===== src/rtl/rst_seq_pll.sv =====
// Reset sequencer: PLL reset pulse, filtered lock, staggered release of NUM_RST channels.
// Define RST_SEQ_LOCK_TIMEOUT_EN to retry the PLL after LOCK_TIMEOUT cycles without lock.
module rst_seq_pll #(
  parameter int NUM_RST        = 2,
  parameter int SYNC_STAGES    = 2,
  parameter int PLL_RST_CYCLES = 16,
  parameter int LOCK_FILTER    = 16,
  parameter int STAGE_DLY      = 8,
  parameter int LOCK_TIMEOUT   = 65535
) (
  input  logic               i_clk,
  input  logic               i_rst_n,
  input  logic               i_locked,
  input  logic               i_sw_rst,
  input  logic               i_clr_status,
  output logic               o_pll_rst,
  output logic [NUM_RST-1:0] o_rst,
  output logic               o_busy,
  output logic               o_lock_lost,
  output logic [7:0]         o_retry_cnt
);

  localparam int PW = $clog2(PLL_RST_CYCLES + 1);
  localparam int FW = $clog2(LOCK_FILTER + 1);
  localparam int SW = $clog2(STAGE_DLY + 1);

  if (NUM_RST < 1 || SYNC_STAGES < 2 || PLL_RST_CYCLES < 1 || LOCK_FILTER < 1 ||
      STAGE_DLY < 1 || LOCK_TIMEOUT < 1) begin : g_param_check
    $error("rst_seq_pll: illegal parameter value");
  end

  typedef enum logic [2:0] {PLL_RST, WAIT_LOCK, RELEASE, RUN, HOLD} state_t;

  state_t                 state;
  logic [SYNC_STAGES-1:0] sync;
  logic                   lock_s;
  logic [PW-1:0]          pll_cnt;
  logic [FW-1:0]          filt_cnt;
  logic [SW-1:0]          stage_cnt;
  logic [NUM_RST-1:0]     rst_next;

  assign lock_s = sync[SYNC_STAGES-1];
  // Shifting the reset vector left clears exactly the next channel, keeping the low-order run contiguous.
  assign rst_next = o_rst << 1;

  always_ff @(posedge i_clk or negedge i_rst_n) begin
    if (!i_rst_n) sync <= '0;
    else          sync <= {sync[SYNC_STAGES-2:0], i_locked};
  end

`ifdef RST_SEQ_LOCK_TIMEOUT_EN
  localparam int TW = $clog2(LOCK_TIMEOUT + 1);
  logic [TW-1:0] to_cnt;

  always_ff @(posedge i_clk or negedge i_rst_n) begin
    if (!i_rst_n)                to_cnt <= '0;
    else if (state != WAIT_LOCK) to_cnt <= '0;
    else                         to_cnt <= to_cnt + 1'b1;
  end
`else
  assign o_retry_cnt = '0;
`endif

  always_ff @(posedge i_clk or negedge i_rst_n) begin
    if (!i_rst_n) begin
      state       <= PLL_RST;
      o_pll_rst   <= 1'b1;
      o_rst       <= '1;
      o_busy      <= 1'b1;
      o_lock_lost <= 1'b0;
      pll_cnt     <= '0;
      filt_cnt    <= '0;
      stage_cnt   <= '0;
`ifdef RST_SEQ_LOCK_TIMEOUT_EN
      o_retry_cnt <= '0;
`endif
    end else begin
      // A lock-loss set further down overrides this clear.
      if (i_clr_status) o_lock_lost <= 1'b0;
      case (state)
        PLL_RST: begin
          if (pll_cnt == PW'(PLL_RST_CYCLES - 1)) begin
            state     <= WAIT_LOCK;
            o_pll_rst <= 1'b0;
            pll_cnt   <= '0;
            filt_cnt  <= '0;
          end else begin
            pll_cnt <= pll_cnt + 1'b1;
          end
        end
        WAIT_LOCK: begin
          if (i_sw_rst) begin
            state <= HOLD;
          end else if (lock_s && filt_cnt == FW'(LOCK_FILTER - 1)) begin
            state     <= RELEASE;
            o_rst     <= rst_next;
            stage_cnt <= '0;
`ifdef RST_SEQ_LOCK_TIMEOUT_EN
          end else if (to_cnt == TW'(LOCK_TIMEOUT - 1)) begin
            state     <= PLL_RST;
            o_pll_rst <= 1'b1;
            pll_cnt   <= '0;
            if (o_retry_cnt != 8'hFF) o_retry_cnt <= o_retry_cnt + 8'd1;
`endif
          end else begin
            filt_cnt <= lock_s ? filt_cnt + 1'b1 : '0;
          end
        end
        RELEASE, RUN: begin
          if (!lock_s) begin
            state       <= WAIT_LOCK;
            o_rst       <= '1;
            o_busy      <= 1'b1;
            o_lock_lost <= 1'b1;
            filt_cnt    <= '0;
          end else if (i_sw_rst) begin
            state  <= HOLD;
            o_rst  <= '1;
            o_busy <= 1'b1;
          end else if (state == RELEASE) begin
            if (o_rst == '0) begin
              state  <= RUN;
              o_busy <= 1'b0;
            end else if (stage_cnt == SW'(STAGE_DLY - 1)) begin
              o_rst     <= rst_next;
              stage_cnt <= '0;
              if (rst_next == '0) begin
                state  <= RUN;
                o_busy <= 1'b0;
              end
            end else begin
              stage_cnt <= stage_cnt + 1'b1;
            end
          end
        end
        HOLD: begin
          if (!i_sw_rst) begin
            state    <= WAIT_LOCK;
            filt_cnt <= '0;
          end
        end
        default: state <= PLL_RST;
      endcase
    end
  end

endmodule


===== config.mk =====
export PLATFORM = sky130hd
export DESIGN_NAME = rst_seq_pll
export DESIGN_NICKNAME = d
export VERILOG_FILES = /design/src/rtl/rst_seq_pll.sv
export SDC_FILE = /design/constraint.sdc
export NUM_CORES = 1
export LEC_CHECK = 0
export CAP_MARGIN = 10
export CORE_MARGIN = 8
export CORE_UTILIZATION = 50
export DETAILED_ROUTE_END_ITERATION = 6
export GPL_TIMING_DRIVEN = 1
export HOLD_SLACK_MARGIN = 0.12
export MAX_ROUTING_LAYER = met4
export PLACE_DENSITY = 0.83
export SLEW_MARGIN = 20
export SYNTH_ARGS = -nofsm -noshare
export SYNTH_HDL_FRONTEND = slang
export SYNTH_SLANG_ARGS = --single-unit

===== constraint.sdc =====
create_clock -name i_clk -period 2.24 [get_ports i_clk]
set_input_delay 0.448 -clock i_clk [delete_from_list [all_inputs] [get_ports i_clk]]
set_output_delay 0.448 -clock i_clk [all_outputs]
set_load 0.02 [all_outputs]

==> results of run 1 <==
## through the flow
stage,cell area (um2),util
4_1_cts,1470,0.548
3_5_place_dp,1450,0.540
5_1_grt,1470,0.548
3_3_place_gp,1450,0.540
6_report,1470,0.548
2_1_floorplan,1400,-
## report_power, final
part	switching [uW]	leakage, uW	internal [uW]
registers	105	0.000306	500
clock network	131	0.0000138	63.1
logic	190	0.000307	148
total	427	0.000626	711
## flip-flops by register name, indices dropped and copies added (netlist names)
name         flops
filt_cnt         5
pll_cnt          5
stage_cnt        4
state            3
o_rst            2
sync             2
o_busy           1
o_lock_lost      1
o_pll_rst        1
## layout make-up
type / count / area [um2]
Multi-Input combinational cell: 101 / 678
Sequential cell: 24 / 606
Tap cell: 31 / 38.8
Fill cell: 242 / 1210
Clock buffer: 3 / 22.5
Inverter: 6 / 22.5
Timing Repair Buffer: 11 / 105
## final timing paths
check / to / cells past startpoint
worst max-delay path: filt_cnt[3]$_DFFE_PN0P_ / 7
worst min-delay path: sync[1]$_DFF_PN0_ / 0
worst max register to register: filt_cnt[3]$_DFFE_PN0P_ / 7
worst min register to register: sync[1]$_DFF_PN0_ / 0
max in group asynchronous: o_pll_rst$_DFFE_PN1P_ / 2
min in group asynchronous: pll_cnt[1]$_DFFE_PN0P_ / 2
## cell families (layout without fill, tap and decap cells)
kind of cell / count (synthesis) / count (layout) / synth area share
AO/OA/AOI/OAI: 35 / 35 / 0.169
XOR/XNOR: 1 / 1 / 0.00636
adder cells (fa/ha/maj): 4 / 4 / 0.0363
buffers and inverters: 20 / 20 / 0.0872
flip-flops: 24 / 24 / 0.440
multiplexers: 6 / 6 / 0.0490
other: 1 / 8 / 0.00272
AND/OR/NAND/NOR: 47 / 47 / 0.210
## routing by layer
layer / up-vias / global-route usage / wire length, um / share of wire
met2: 18 / 0.204 / 1320 / 0.51
met1: 486 / 0.141 / 1140 / 0.44
met5: - / - / 0 / 0
li1: 488 / - / - / -
met4: 0 / 0.0460 / 36 / 0.014
met3: 5 / 0.0242 / 104 / 0.040
## layout by cell type (no fill, tap or decap), types with 2 or more instances in the layout
master / n
clkbuf_4: 3
mux2_2: 2
nor2b_1: 8
o31ai_1: 5
dfstp_2: 4
mux2i_1: 3
or2_2: 2
buf_4: 2
clkdlybuf4s50_1: 9
nor2_1: 6
nand3b_1: 2
a21oi_1: 8
dfrtp_1: 20
conb_1: 8
nand2_1: 5
o41ai_1: 2
or3_4: 2
nor3_1: 3
nand2b_1: 7
inv_1: 6
o21ai_0: 11
nand3_1: 4
ha_1: 4
==> results.md, run 1 <==
* Nature of the critical path startpoint: register
* Worst rel slew slack at 0.577
* Share of cells above drive strength 1 at 0.131
* PnR worst setup slack at 0.157 ns
* TritonCTS Buffers at 3
* CTS tree: done
* # Max-Cap Violations at 0
* # clock sinks at 24
* Area share of the largest cell type after synthesis at 0.363
* Largest net degree at the start of global routing at 25
* Leakage at 0.000626 uW
* Area delta synth->final at 6.90%
* First-pass DRT Iterations at 4
* Crit Path Class: reg2reg
* Clock period minus worst slack at 2.08 ns
* Crit path buffers/inverters at 0
* Iteration-0 DRC Markers at 10
* Vias in the first global route at 952
* ANT cells at 0
* IO buf count at 9
* Ports at 18
* Die ar. at 0.00469 mm2
* Synthesized instance count at 138
* Avg Inst Size Synth at 9.98 um2
* Nets at 156
* Peak VDD IR at 0.000500 V
* Later-pin clock latency in the skew report at 0.32 ns
* CP Data Arrival Time at 2.32 ns
* Critical Path End Type: register
* #FFs+latches synth at 24
* Critical Path Max Stage Delay at 0.43 ns
* Slowest cell on crit path: dfrtp_1
* Most common cell in the netlist: dfrtp_1
* Remaining antenna violation count at 0
* Via/cell ratio at 5.66
* Status: completed
* DPL Wire Length at 1.96 mm
* H-Tree Depth at 1
* Starting Density at 0.513
* DR vias at 997
* Post-CTS sizing at 0
* Detailed Route WL at 2.60 mm
* R2R Setup Slk at 0.16 ns
* Unrepaired setup endpoints after global routing: no
* FMAX at 480 MHz
* Critical Path Source: filt_cnt[0]$_DFFE_PN0P_
* Top post-synthesis cells by area: dfrtp_1, dfstp_2, buf_4, o21ai_0, ha_1
* Worst hold path startpoint: sync[0]$_DFF_PN0_
* Worst clock skew at 0.0147 ns
* Fin Setup TNS at 0 ns
* Worst-Margin Slew at 0.629 ns
* Synth unique cells at 42
* Pwr per Cell Area at 773 mW/mm2
* Area leader, netlist: dfrtp_1
* Rows at 19
* Final worst path period share at 0.930
* Mapped Area at 0.00138 mm2
* Most frequent cells after synthesis: dfrtp_1, o21ai_0, buf_4
* Die width at 68.5 um
* DP Worst Slack at 0.0939 ns
* Clk root buf: clkbuf_4
* Longest Clk Path Bufs at 2
* Wire per inst at 14.7 um
* Hold-fix buffers, CTS at 0
* Hold Path Class: reg2reg
* First-pass GRT wire length at 4.24 mm
* Final Power at 1140 uW
* Yosys warnings at 0
* Critical-path cell list: ha_1, and3_1, ha_1, nor4_2, a211oi_2, or3_4, o31ai_2
* Critical Path Most Common Cell: ha_1
* Core Box Area at 0.00269 mm2
* Clk pin slew, worst setup/hold paths at 0.12 ns
* Cell family with most CP delay: simple AND/OR/NAND/NOR gates
* Seq/Total Area, Yosys at 0.440
* Post-synth EDFFs at 0
* WHS at 0.372 ns
* RePlAce Congestion at 0.796
* Non-filler cells, final at 176
* DRC Markers at 0
* Asr flop ratio synth at 1.00
* Initial antenna violation count at 0
* Worst Path Required at 2.48 ns
* Die H at 68.5 um
* Top FF cell, synth: dfrtp_1
* Post-CTS Setup Bufs at 0
* Crit path max fanout at 7
* Reg2Reg Launch Point: filt_cnt[0]$_DFFE_PN0P_
* Setup violators final at 0
* Hold Vio Cnt, Final at 0
* Gr ovfl total at 0
* Total track usage at 0.122
* Slew Viols, Final at 0
* Placed cells at 173
No activity file was read; power rests on OpenSTA's default activity.
==> inputs of run 2 (changes only) <==
--- a/config.mk
+++ b/config.mk
@@ -11,7 +11,6 @@
 export DETAILED_ROUTE_END_ITERATION = 6
 export GPL_TIMING_DRIVEN = 1
 export HOLD_SLACK_MARGIN = 0.12
-export MAX_ROUTING_LAYER = met4
 export PLACE_DENSITY = 0.83
 export SLEW_MARGIN = 20
 export SYNTH_ARGS = -nofsm -noshare
==> run 2 against run 1 <==
Compared with the run above:
- global-route usage fell by 0.33 points
- critical path depth did not move
- combinational power barely moved
- highest routed layer unchanged
- final cell count did not move
- sequential power barely moved
==> results.md, run 2 (synthesized netlist as in run 1, its figures left out) <==
* Setup violators final at 0 (unchanged)
* Clock period minus worst slack at 2.08 ns (-0.000670 ns)
* Status: completed
* Largest net degree at the start of global routing at 25 (unchanged)
* Commonest non-fill, non-tap cell in the layout: dfrtp_1
* Met3 WL at 126 um (+21%)
* H-Tree Depth at 1 (unchanged)
* Ports at 18 (unchanged)
* Slowest cell on crit path: dfrtp_1
* Clk pin slew, worst setup/hold paths at 0.12 ns (about the same)
* Fin Setup TNS at 0 ns (unchanged)
* Crit Path Class: reg2reg
* Vias in the first global route at 951 (-0.11%)
* Remaining antenna violation count at 0 (unchanged)
* DR vias at 1002 (+0.50%)
* First-pass GRT wire length at 4.25 mm (+0.16%)
* Critical Path End Type: register
* # clock sinks at 24 (unchanged)
* Post-CTS sizing at 0 (unchanged)
* Crit path max fanout at 7 (unchanged)
* Pwr per Cell Area at 774 mW/mm2 (+0.16%)
* Longest Clk Path Bufs at 2 (unchanged)
* Post-CTS Setup Bufs at 0 (unchanged)
* DRC Markers at 0 (unchanged)
* First-pass DRT Iterations at 5 (+1)
* # Max-Cap Violations at 0 (unchanged)
* Critical-path cell list: ha_1, and3_1, ha_1, nor4_2, a211oi_2, or3_4, o31ai_2
* Critical Path Max Stage Delay at 0.43 ns (about the same)
* Slew Viols, Final at 0 (unchanged)
* CP Data Arrival Time at 2.32 ns (about the same)
* Die ar. at 0.00469 mm2 (unchanged)
* CTS tree: done
* WL met2 at 1.32 mm (-0.30%)
* Area delta synth->final at 6.90% (unchanged)
* ANT cells at 0 (unchanged)
* Die H at 68.5 um (unchanged)
* Clk root buf: clkbuf_4
* Non-filler cells, final at 176 (unchanged)
* Worst rel slew slack at 0.578 (about the same)
* Worst clock skew at 0.0142 ns (-0.000454 ns)
* Starting Density at 0.513 (unchanged)
* FMAX at 480 MHz (about the same)
* Final worst path period share at 0.930 (about the same)
* Most frequent cells in the layout: dfrtp_1, o21ai_0, clkdlybuf4s50_1
* Worst-Margin Slew at 0.629 ns (-0.000291 ns)
* Post-layout util at 0.548 (unchanged)
* Peak VDD IR at 0.000504 V (+0.70%)
* Via/cell ratio at 5.69 (+0.50%)
* Share of cells above drive strength 1 at 0.131 (unchanged)
* Later-pin clock latency in the skew report at 0.32 ns (about the same)
* Iteration-0 DRC Markers at 20 (+10)
* Placed cells at 173 (unchanged)
* Top flop regs: filt_cnt x5, pll_cnt x5, stage_cnt x4
* Wire length on met1 at 1.12 mm (-1.7%)
* Hold Vio Cnt, Final at 0 (unchanged)
* Gr ovfl total at 0 (unchanged)
* Leakage at 0.000626 uW (unchanged)
* Wire per inst at 14.7 um (about the same)
* Total track usage at 0.119 (-0.00326)
* Nature of the critical path startpoint: register
* IO buf count at 9 (unchanged)
* Core Box Area at 0.00269 mm2 (unchanged)
* Detailed Route WL at 2.59 mm (about the same)
* Rows at 19 (unchanged)
* Worst Path Required at 2.48 ns (about the same)
* Initial antenna violation count at 0 (unchanged)
* Unrepaired setup endpoints after global routing: no
* DPL Wire Length at 1.96 mm (unchanged)
* Hold Path Class: reg2reg
* Die width at 68.5 um (unchanged)
* TritonCTS Buffers at 3 (unchanged)
* RePlAce Congestion at 0.785 (-1.4%)
* Top Metal Used: met4
* Critical Path Most Common Cell: ha_1
* Cell family with most CP delay: simple AND/OR/NAND/NOR gates
* Hold-fix buffers, CTS at 0 (unchanged)
* Crit path buffers/inverters at 0 (unchanged)
* Nets at 156 (unchanged)
-- run 2: routing by layer --
metal	vias to the layer above	GRT usage
li1	489	-
met1	490	0.140
met2	18	0.204
met3	5	0.0275
met4	0	0.0460
met5	-	0
-- run 2: cell type report --
class                           instances  area (um2)
Sequential cell                        24         606
Multi-Input combinational cell        101         678
Inverter                                6        22.5
Fill cell                             242        1210
Timing Repair Buffer                   11         105
Clock buffer                            3        22.5
Tap cell                               31        38.8
-- run 2: through the flow --
| stage | area, um2 | hold WS [ns] | power [uW] | worst slack (ns) |
|---|---|---|---|---|
| floorplan | 1400 | 0.152 | 882 | 0.246 |
| global placement | 1450 | 0.338 | 917 | 0.200 |
| detailed placement | 1450 | 0.347 | 952 | 0.0939 |
| CTS | 1470 | 0.376 | 1140 | 0.0731 |
| global route | 1470 | 0.385 | 1210 | 0.0269 |
| finish | 1470 | 0.372 | 1140 | 0.158 |
-- run 2: worst paths after layout --
| check | start | end | slack (ns) | cells after the start |
|---|---|---|---|---|
| max | filt_cnt[0]$_DFFE_PN0P_ | filt_cnt[3]$_DFFE_PN0P_ | 0.16 | 7 |
| min | sync[0]$_DFF_PN0_ | sync[1]$_DFF_PN0_ | 0.37 | 0 |
| max reg2reg | filt_cnt[0]$_DFFE_PN0P_ | filt_cnt[3]$_DFFE_PN0P_ | 0.16 | 7 |
| min reg2reg | sync[0]$_DFF_PN0_ | sync[1]$_DFF_PN0_ | 0.37 | 0 |
| max in group asynchronous | i_rst_n | o_pll_rst$_DFFE_PN1P_ | 1.48 | 2 |
| min in group asynchronous | i_rst_n | pll_cnt[1]$_DFFE_PN0P_ | 0.46 | 2 |
-- run 2: report_power, final --
group / internal (uW) / switching [uW] / leakage [uW] / total (uW)
clock: 63.1 / 131 / 0.0000138 / 195
sequential: 500 / 106 / 0.000306 / 605
combinational: 148 / 191 / 0.000307 / 340
